`config.mk`:
```
export PLATFORM = sky130hd
export DESIGN_NAME = ps2_key_sequencer
export DESIGN_NICKNAME = d
export VERILOG_FILES = /design/src/rtl/ps2_key_sequencer_pkg.sv /design/src/rtl/hex_to_seg7.sv /design/src/rtl/ps2_key_sequencer.sv
export SDC_FILE = /design/constraint.sdc
export NUM_CORES = 1
export LEC_CHECK = 0
export ABC_AREA = 1
export BUFFER_PORTS_ARGS = -buffer_cell sky130_fd_sc_hd__buf_2
export CAP_MARGIN = 0
export CORE_AREA = 2 2 140 142
export CTS_CLUSTER_DIAMETER = 100
export CTS_CLUSTER_SIZE = 14
export DETAILED_ROUTE_END_ITERATION = 6
export DIE_AREA = 0 0 142 144
export PLACE_DENSITY = 0.47
export SLEW_MARGIN = 10
export SYNTH_ARGS = -nofsm -noshare
export SYNTH_HDL_FRONTEND = slang
export SYNTH_SLANG_ARGS = --single-unit
```
`constraint.sdc`:
```
create_clock -name app_clk -period 2.6 [get_ports app_clk]
set_clock_uncertainty 0.05 [all_clocks]
set_input_delay 0 -clock app_clk [delete_from_list [all_inputs] [get_ports app_clk]]
set_output_delay 0 -clock app_clk [all_outputs]
set_load 0.01 [all_outputs]
```
`src/rtl/ps2_key_sequencer_pkg.sv`:
```
// Shared PS/2 set-2 scancode constants, FSM encoding and the scancode->hex-nibble lookup.
package ps2_key_sequencer_pkg;

  localparam logic [7:0] SC_EXT  = 8'hE0;
  localparam logic [7:0] SC_BRK  = 8'hF0;
  localparam logic [7:0] SC_BKSP = 8'h66;
  localparam logic [7:0] SC_ESC  = 8'h76;

  // Index i holds the scancode of hex digit i (0..F).
  localparam logic [15:0][7:0] SC_HEX = {
    8'h2B, 8'h24, 8'h23, 8'h21, 8'h32, 8'h1C, 8'h46, 8'h3E,
    8'h3D, 8'h36, 8'h2E, 8'h25, 8'h26, 8'h1E, 8'h16, 8'h45
  };

  localparam logic [6:0] SEG_BLANK = 7'h7F;

  typedef enum logic [1:0] {
    ST_IDLE    = 2'd0,
    ST_EXT     = 2'd1,
    ST_BRK     = 2'd2,
    ST_EXT_BRK = 2'd3
  } kbd_state_t;

  typedef struct packed {
    logic [7:0] code;
    logic       ext;
    logic       rel;
  } key_evt_t;

  typedef struct packed {
    logic       hit;
    logic [3:0] nib;
  } hex_lkp_t;

  function automatic hex_lkp_t hex_lookup(input logic [7:0] code);
    hex_lkp_t r;
    r = '0;
    for (int i = 0; i < 16; i++) begin
      if (SC_HEX[i] == code) begin
        r.hit = 1'b1;
        r.nib = 4'(i);
      end
    end
    return r;
  endfunction

endpackage

```
`src/rtl/hex_to_seg7.sv`:
```
// Combinational hex nibble -> active-low 7-segment pattern (bit6=A .. bit0=G).
// Zero latency, no flow control.
module hex_to_seg7
  import ps2_key_sequencer_pkg::*;
(
  input  logic [3:0] nibble,
  output logic [6:0] seg
);

  always_comb begin
    seg = SEG_BLANK;
    case (nibble)
      4'h0: seg = 7'h01;
      4'h1: seg = 7'h4F;
      4'h2: seg = 7'h12;
      4'h3: seg = 7'h06;
      4'h4: seg = 7'h4C;
      4'h5: seg = 7'h24;
      4'h6: seg = 7'h20;
      4'h7: seg = 7'h0F;
      4'h8: seg = 7'h00;
      4'h9: seg = 7'h04;
      4'hA: seg = 7'h08;
      4'hB: seg = 7'h60;
      4'hC: seg = 7'h31;
      4'hD: seg = 7'h42;
      4'hE: seg = 7'h30;
      4'hF: seg = 7'h38;
      default: seg = SEG_BLANK;
    endcase
  end

endmodule

```
`src/rtl/ps2_key_sequencer.sv`:
```
// PS/2 set-2 byte stream -> make/break key events and a 4-digit hex display with an entry dot.
// Latency: one cycle from sampled byte to key_valid/display; no backpressure, bytes are never stalled.
module ps2_key_sequencer
  import ps2_key_sequencer_pkg::*;
#(
  parameter int TIMEOUT_CYC  = 2_500_000,
  parameter int DOT_HOLD_CYC = 2_500_000,
  parameter bit SUPPRESS_REP = 1'b1
) (
  input  logic       app_clk,
  input  logic       app_arst_n,
  input  logic       enable,
  input  logic       data_ena,
  input  logic [7:0] data_in,
  output logic       key_valid,
  output logic [7:0] key_code,
  output logic       key_ext,
  output logic       key_release,
  output logic [6:0] A_TO_G0_out,
  output logic [6:0] A_TO_G1_out,
  output logic [6:0] A_TO_G2_out,
  output logic [6:0] A_TO_G3_out,
  output logic [3:0] DOTS_out
);

  localparam int TO_W  = $clog2(TIMEOUT_CYC + 1);
  localparam int DOT_W = $clog2(DOT_HOLD_CYC + 1);
  localparam logic [TO_W-1:0]  TO_LAST  = TO_W'(TIMEOUT_CYC - 1);
  localparam logic [DOT_W-1:0] DOT_LOAD = DOT_W'(DOT_HOLD_CYC);

  kbd_state_t       state, state_nxt;
  logic [TO_W-1:0]  to_cnt;
  logic             byte_vld, timeout;
  key_evt_t         evt;
  logic             evt_vld, is_make, rep_hit, accept, disp_make;
  logic             held_vld, held_ext;
  logic [7:0]       held_code;
  hex_lkp_t         lkp;
  logic [6:0]       hex_seg;
  logic [6:0]       digit [4];
  logic [DOT_W-1:0] dot_cnt;
  logic             dot_on;

  assign byte_vld = enable & data_ena;
  assign timeout  = (state != ST_IDLE) && !byte_vld && (to_cnt == TO_LAST);

  always_ff @(posedge app_clk or negedge app_arst_n) begin
    if (!app_arst_n) state <= ST_IDLE;
    else             state <= state_nxt;
  end

  always_comb begin
    state_nxt = state;
    if (!enable) begin
      state_nxt = ST_IDLE;
    end else if (data_ena) begin
      case (state)
        ST_IDLE: begin
          if (data_in == SC_EXT)      state_nxt = ST_EXT;
          else if (data_in == SC_BRK) state_nxt = ST_BRK;
          else                        state_nxt = ST_IDLE;
        end
        ST_EXT:  state_nxt = (data_in == SC_BRK) ? ST_EXT_BRK : ST_IDLE;
        default: state_nxt = ST_IDLE;
      endcase
    end else if (timeout) begin
      state_nxt = ST_IDLE;
    end
  end

  always_comb begin
    evt_vld  = 1'b0;
    evt      = '0;
    evt.code = data_in;
    if (byte_vld) begin
      case (state)
        ST_IDLE: evt_vld = (data_in != SC_EXT) && (data_in != SC_BRK);
        ST_EXT: begin
          evt_vld = (data_in != SC_BRK);
          evt.ext = 1'b1;
        end
        ST_BRK: begin
          evt_vld = 1'b1;
          evt.rel = 1'b1;
        end
        ST_EXT_BRK: begin
          evt_vld = 1'b1;
          evt.ext = 1'b1;
          evt.rel = 1'b1;
        end
        default: evt_vld = 1'b0;
      endcase
    end
  end

  // Counter sits at zero whenever the FSM is (or is about to be) idle, or a byte arrives.
  always_ff @(posedge app_clk or negedge app_arst_n) begin
    if (!app_arst_n)                             to_cnt <= '0;
    else if (state_nxt == ST_IDLE || byte_vld)   to_cnt <= '0;
    else                                         to_cnt <= to_cnt + TO_W'(1);
  end

  assign is_make   = evt_vld && !evt.rel;
  assign rep_hit   = held_vld && (held_code == evt.code) && (held_ext == evt.ext);
  assign accept    = evt_vld && !(SUPPRESS_REP && is_make && rep_hit);
  assign disp_make = accept && is_make && !evt.ext;
  assign lkp       = hex_lookup(data_in);

  hex_to_seg7 u_hex_to_seg7 (
    .nibble (lkp.nib),
    .seg    (hex_seg)
  );

  always_ff @(posedge app_clk or negedge app_arst_n) begin
    if (!app_arst_n) begin
      key_valid   <= 1'b0;
      key_code    <= 8'h00;
      key_ext     <= 1'b0;
      key_release <= 1'b0;
      held_vld    <= 1'b0;
      held_code   <= 8'h00;
      held_ext    <= 1'b0;
    end else begin
      key_valid <= accept;
      if (accept) begin
        key_code    <= evt.code;
        key_ext     <= evt.ext;
        key_release <= evt.rel;
      end
      if (is_make) begin
        held_vld  <= 1'b1;
        held_code <= evt.code;
        held_ext  <= evt.ext;
      end else if (evt_vld && rep_hit) begin
        held_vld <= 1'b0;
      end
    end
  end

  always_ff @(posedge app_clk or negedge app_arst_n) begin
    if (!app_arst_n) begin
      for (int i = 0; i < 4; i++) digit[i] <= SEG_BLANK;
    end else if (disp_make) begin
      if (lkp.hit) begin
        digit[3] <= digit[2];
        digit[2] <= digit[1];
        digit[1] <= digit[0];
        digit[0] <= hex_seg;
      end else if (data_in == SC_BKSP) begin
        digit[0] <= digit[1];
        digit[1] <= digit[2];
        digit[2] <= digit[3];
        digit[3] <= SEG_BLANK;
      end else if (data_in == SC_ESC) begin
        for (int i = 0; i < 4; i++) digit[i] <= SEG_BLANK;
      end
    end
  end

  // dot_on mirrors (dot_cnt != 0) so DOTS_out comes straight from a flop.
  always_ff @(posedge app_clk or negedge app_arst_n) begin
    if (!app_arst_n) begin
      dot_cnt <= '0;
      dot_on  <= 1'b0;
    end else if (disp_make && lkp.hit) begin
      dot_cnt <= DOT_LOAD;
      dot_on  <= 1'b1;
    end else if (dot_cnt != '0) begin
      dot_cnt <= dot_cnt - DOT_W'(1);
      if (dot_cnt == DOT_W'(1)) dot_on <= 1'b0;
    end
  end

  assign A_TO_G0_out = digit[0];
  assign A_TO_G1_out = digit[1];
  assign A_TO_G2_out = digit[2];
  assign A_TO_G3_out = digit[3];
  assign DOTS_out    = {3'b111, ~dot_on};

endmodule

```
==> results.py <==
metrics = {
    "cts": {
        "clockBufferDepth": 2,
        "post_cts_buffers": 0,
        "cts_num_sinks": 96,
        "cts.htree.levels": 3,
        "clkTransAtPathRegs_ns": 0.08,
        "cts-root-buf": "clkbuf_16",
        "clk_latency_ns": 0.36,
        "cts_buffers": 9,
        "cts_tree": "built",
    },
    "global_route": {
        "antenna_found_initial": 0,
        "grt_pass1_vias": 4537,
        "track_usage_pct": 14.14,
        "grt_pass1_wl_mm": 23.12,
        "grt_max_degree": 43,
        "overflow": 0,
    },
    "setup_path": {
        "reg2reg_to": "state[1]",
        "path_common_cell": "nand2_1",
        "worstPathArrival_ns": 2.54,
        "critPathBufInv": 4,
        "worst-path-stages": 15,
        "crit_type": "input port to register",
        "reg2reg_from": "to_cnt[0]",
        "cp-start-kind": "input port",
        "crit_start": "data_in[5]",
        "crit_end": "A_TO_G0_out[5]",
        "cp-end-kind": "register",
        "reg2reg_slack_ns": 0.41,
        "cp_cell_sequence": "dlygate4sd3_1, buf_2, inv_2, nor2_1, nand2_1, nor2_1, nand2_1, nand3_2, nor2_4, nand3b_4, o21ai_4, buf_4, nor2_1, nand2_1, nand2_1",
        "crit_path_max_incr_delay_ns": 0.53,
        "worst-path-max-fanout": 21,
        "critPathRequiredTime_ns": 2.84,
        "cpMaxStageDelayCell": "dlygate4sd3_1",
        "reg2regPathDepth": 10,
        "critical-path-top-delay-family": "simple AND/OR/NAND/NOR gates",
    },
    "sta": {
        "hold_viol": 0,
        "slew_violations": 0,
        "worst_hold_slack_ns": 0.03858,
        "max_slew_margin_pct": 61.35,
        "setup_violations": 0,
        "finalCriticalPeriod_ns": 2.294,
        "finalCritPeriodShare_pct": 88.22,
        "max_freq_mhz": 436.0,
        "grt_setup_unrepaired": "false",
        "tightest_slew_ns": 0.5745,
        "fin_setup_tns_ns": 0,
    },
    "synth": {
        "synth_seq_cells": 96,
        "syn_avg_cell_area_sq_um": 7.534,
        "ys_types": 44,
        "synthTopCellsByArea": "dfrtp_1, dfstp_2, nand2_1",
        "synth-seq-area-share_pct": 43.72,
        "yosysTopAreaCell": "dfrtp_1",
        "yosysTopAreaCellShare_pct": 30.52,
        "synthesis.area_sq_um": 5575,
        "yosysWarnings": 0,
        "synth_cells": 740,
    },
    "drt": {
        "routed_wl_mm": 13.93,
        "first_iter_violations": 285,
        "avgRoutedWirePerCell_microns": 13.25,
        "drtPass1Iterations": 4,
        "vias": 4727,
        "post-route-drc-count": 0,
        "ant_nets": 0,
        "viasPerCell": 4.493,
    },
    "finish": {
        "nNetsFinal": 830,
        "multiInputGateArea_sq_um": 2698,
        "synthToLayoutAreaGrowth_pct": 16.92,
        "fill_cells": 2034,
        "seq_area_sq_um": 2437,
        "num_antenna_cells": 0,
        "drive_gt1_share_pct": 18.18,
    },
    "power": {
        "cellLeakagePower_uw": 0.003012,
        "powerDensity_nw_per_um2": 691.3,
        "ir_worst_vdd_mv": 0.3764,
    },
    "hold_path": {
        "holdCritPathClass": "input port to register",
        "hold_path.startpoint": "data_ena",
    },
    "floorplan": {
        "fp.dieH_microns": 144,
        "floorplan.die_area_sq_um": 20450,
        "die-width_microns": 142,
        "io_pins": 55,
        "core_sq_um": 19080,
        "num_rows": 51,
        "start_util_pct": 29.22,
    },
    "placed_design": {
        "routabilityCongestion": 0.8704,
        "hpwl_mm": 10.32,
        "port-buffer-count": 51,
    },
    "status": {
        "outcome": "completed",
    },
    "flow_run": {
        "drv_cap": 0,
    },
}
## synthesized netlist by cell type, drive strengths merged
master,count
clkbuf,5
nor4,8
nand2,179
a31oi,1
xor2,21
a21oi,22
a21boi,1
ha,9
nor2,151
o21ai,38
nand4,17
conb,1
clkinv,2
or3,1
dfrtp,68
nor3b,1
or2,5
nand3,43
nor3,14
a21o,1
xnor2,8
dfstp,28
o22ai,1
buf,13
o211ai,11
inv,87
nand3b,3
a211oi,1
## kinds of logic (layout without fill, tap and decap cells)
| kind of cell | Yosys count | in the layout | synth area share, % |
|---|---|---|---|
| AOI/OAI and AO/OA | 76 | 76 | 8.483 |
| xor gates and xnor gates | 29 | 29 | 4.556 |
| adders and majority gates | 9 | 9 | 2.020 |
| buffers and inverters | 107 | 179 | 8.191 |
| DFF | 96 | 96 | 43.72 |
| other | 1 | 3 | 0.06726 |
| and+or+nand+nor | 422 | 422 | 32.97 |
## layer usage
| metal | wire (microns) | vias up | part of all wire [%] | track usage [%] |
|---|---|---|---|---|
| met5 | 0 | - | 0 | 0 |
| met4 | 170 | 0 | 1.2 | 3.474 |
| met3 | 573 | 18 | 4.1 | 3.444 |
| met2 | 6085 | 76 | 44 | 21.84 |
| met1 | 7105 | 2141 | 51 | 19.92 |
| li1 | - | 2492 | - | - |
## worst register-to-register path: cells and delay by family, from the launching register on
| family | cells | cell delay [ns] |
|---|---|---|
| buffers and inverters | 2 | 0.59 |
| flip-flops | 1 | 0.37 |
| AND/OR/NAND/NOR | 6 | 0.73 |
| AO/OA/AOI/OAI | 1 | 0.18 |
| adder cells (fa/ha/maj) | 1 | 0.18 |
## report_power, final
group | switching [uW] | internal, uW
sequential | 308 | 1940
combinational | 564 | 400
clock | 639 | 660
total | 1510 | 3000
## registers in the layout, indices dropped and copies added (netlist names)
| name | count |
|---|---|
| dot_cnt | 22 |
| to_cnt | 22 |
| held_code | 8 |
| key_code | 8 |
| A_TO_G0_out | 7 |
| A_TO_G1_out | 7 |
| A_TO_G2_out | 7 |
| A_TO_G3_out | 7 |
| state | 2 |
| dot_on | 1 |
| held_ext | 1 |
| held_vld | 1 |
| key_ext | 1 |
| key_release | 1 |
| key_valid | 1 |
## timing repair
item,4_1_cts,5_1_grt
endpoints found under the hold margin,87,0
endpoints found under the setup margin,0,4
hold buffers,11,0
resized for setup,0,1
## how the worst min path moves through the flow
stage,endpoint,slack (ns),cells after the start
6_report,state[0],0.04,6
5_1_grt,dot_on,0.12,2
4_1_cts,state[0],0.02,6
3_5_place_dp,dot_cnt[4],-0.06,1
3_3_place_gp,dot_cnt[3],-0.07,1
2_1_floorplan,dot_cnt[0],-0.35,0
## through the flow
| step | cells | area, sq um | util (%) | setup slack [ns] | power [uW] |
|---|---|---|---|---|---|
| floorplan | 742 | 5583 | - | 0.6821 | 2787 |
| global placement | 1025 | 6125 | 32.10 | 0.3510 | 3248 |
| detailed placement | 1025 | 6125 | 32.10 | 0.3634 | 3243 |
| CTS | 1052 | 6516 | 34.15 | 0.1960 | 4596 |
| global route | 1052 | 6519 | 34.17 | 0.004500 | 4795 |
| finish | 1052 | 6519 | 34.17 | 0.3064 | 4507 |
## layout by cell type, fill, tap and decap left out, types with 9 or more instances in the layout
master and instances:
dfstp_2 28, nor2_2 9, ha_1 9, inv_1 79, buf_4 12, nand3_1 41, dfrtp_1 68, nand2_1 175
o21ai_0 32, nor2_1 141, xor2_1 21, nor3_1 10, a21oi_1 21, clkbuf_16 9, buf_2 50, dlygate4sd3_1 11
nand4_1 17
## layout make-up
cell class              instances  share of cell area (%)
inverters                      89                   5.125
clock inverters                 7                  0.8637
flip-flops and latches         96                   37.39
clock buffers                   9                   3.455
multi-input cells             539                   41.38
repair buffers                 74                   7.217
well taps                     238                   4.568
Power figures use the tool's default switching activity.
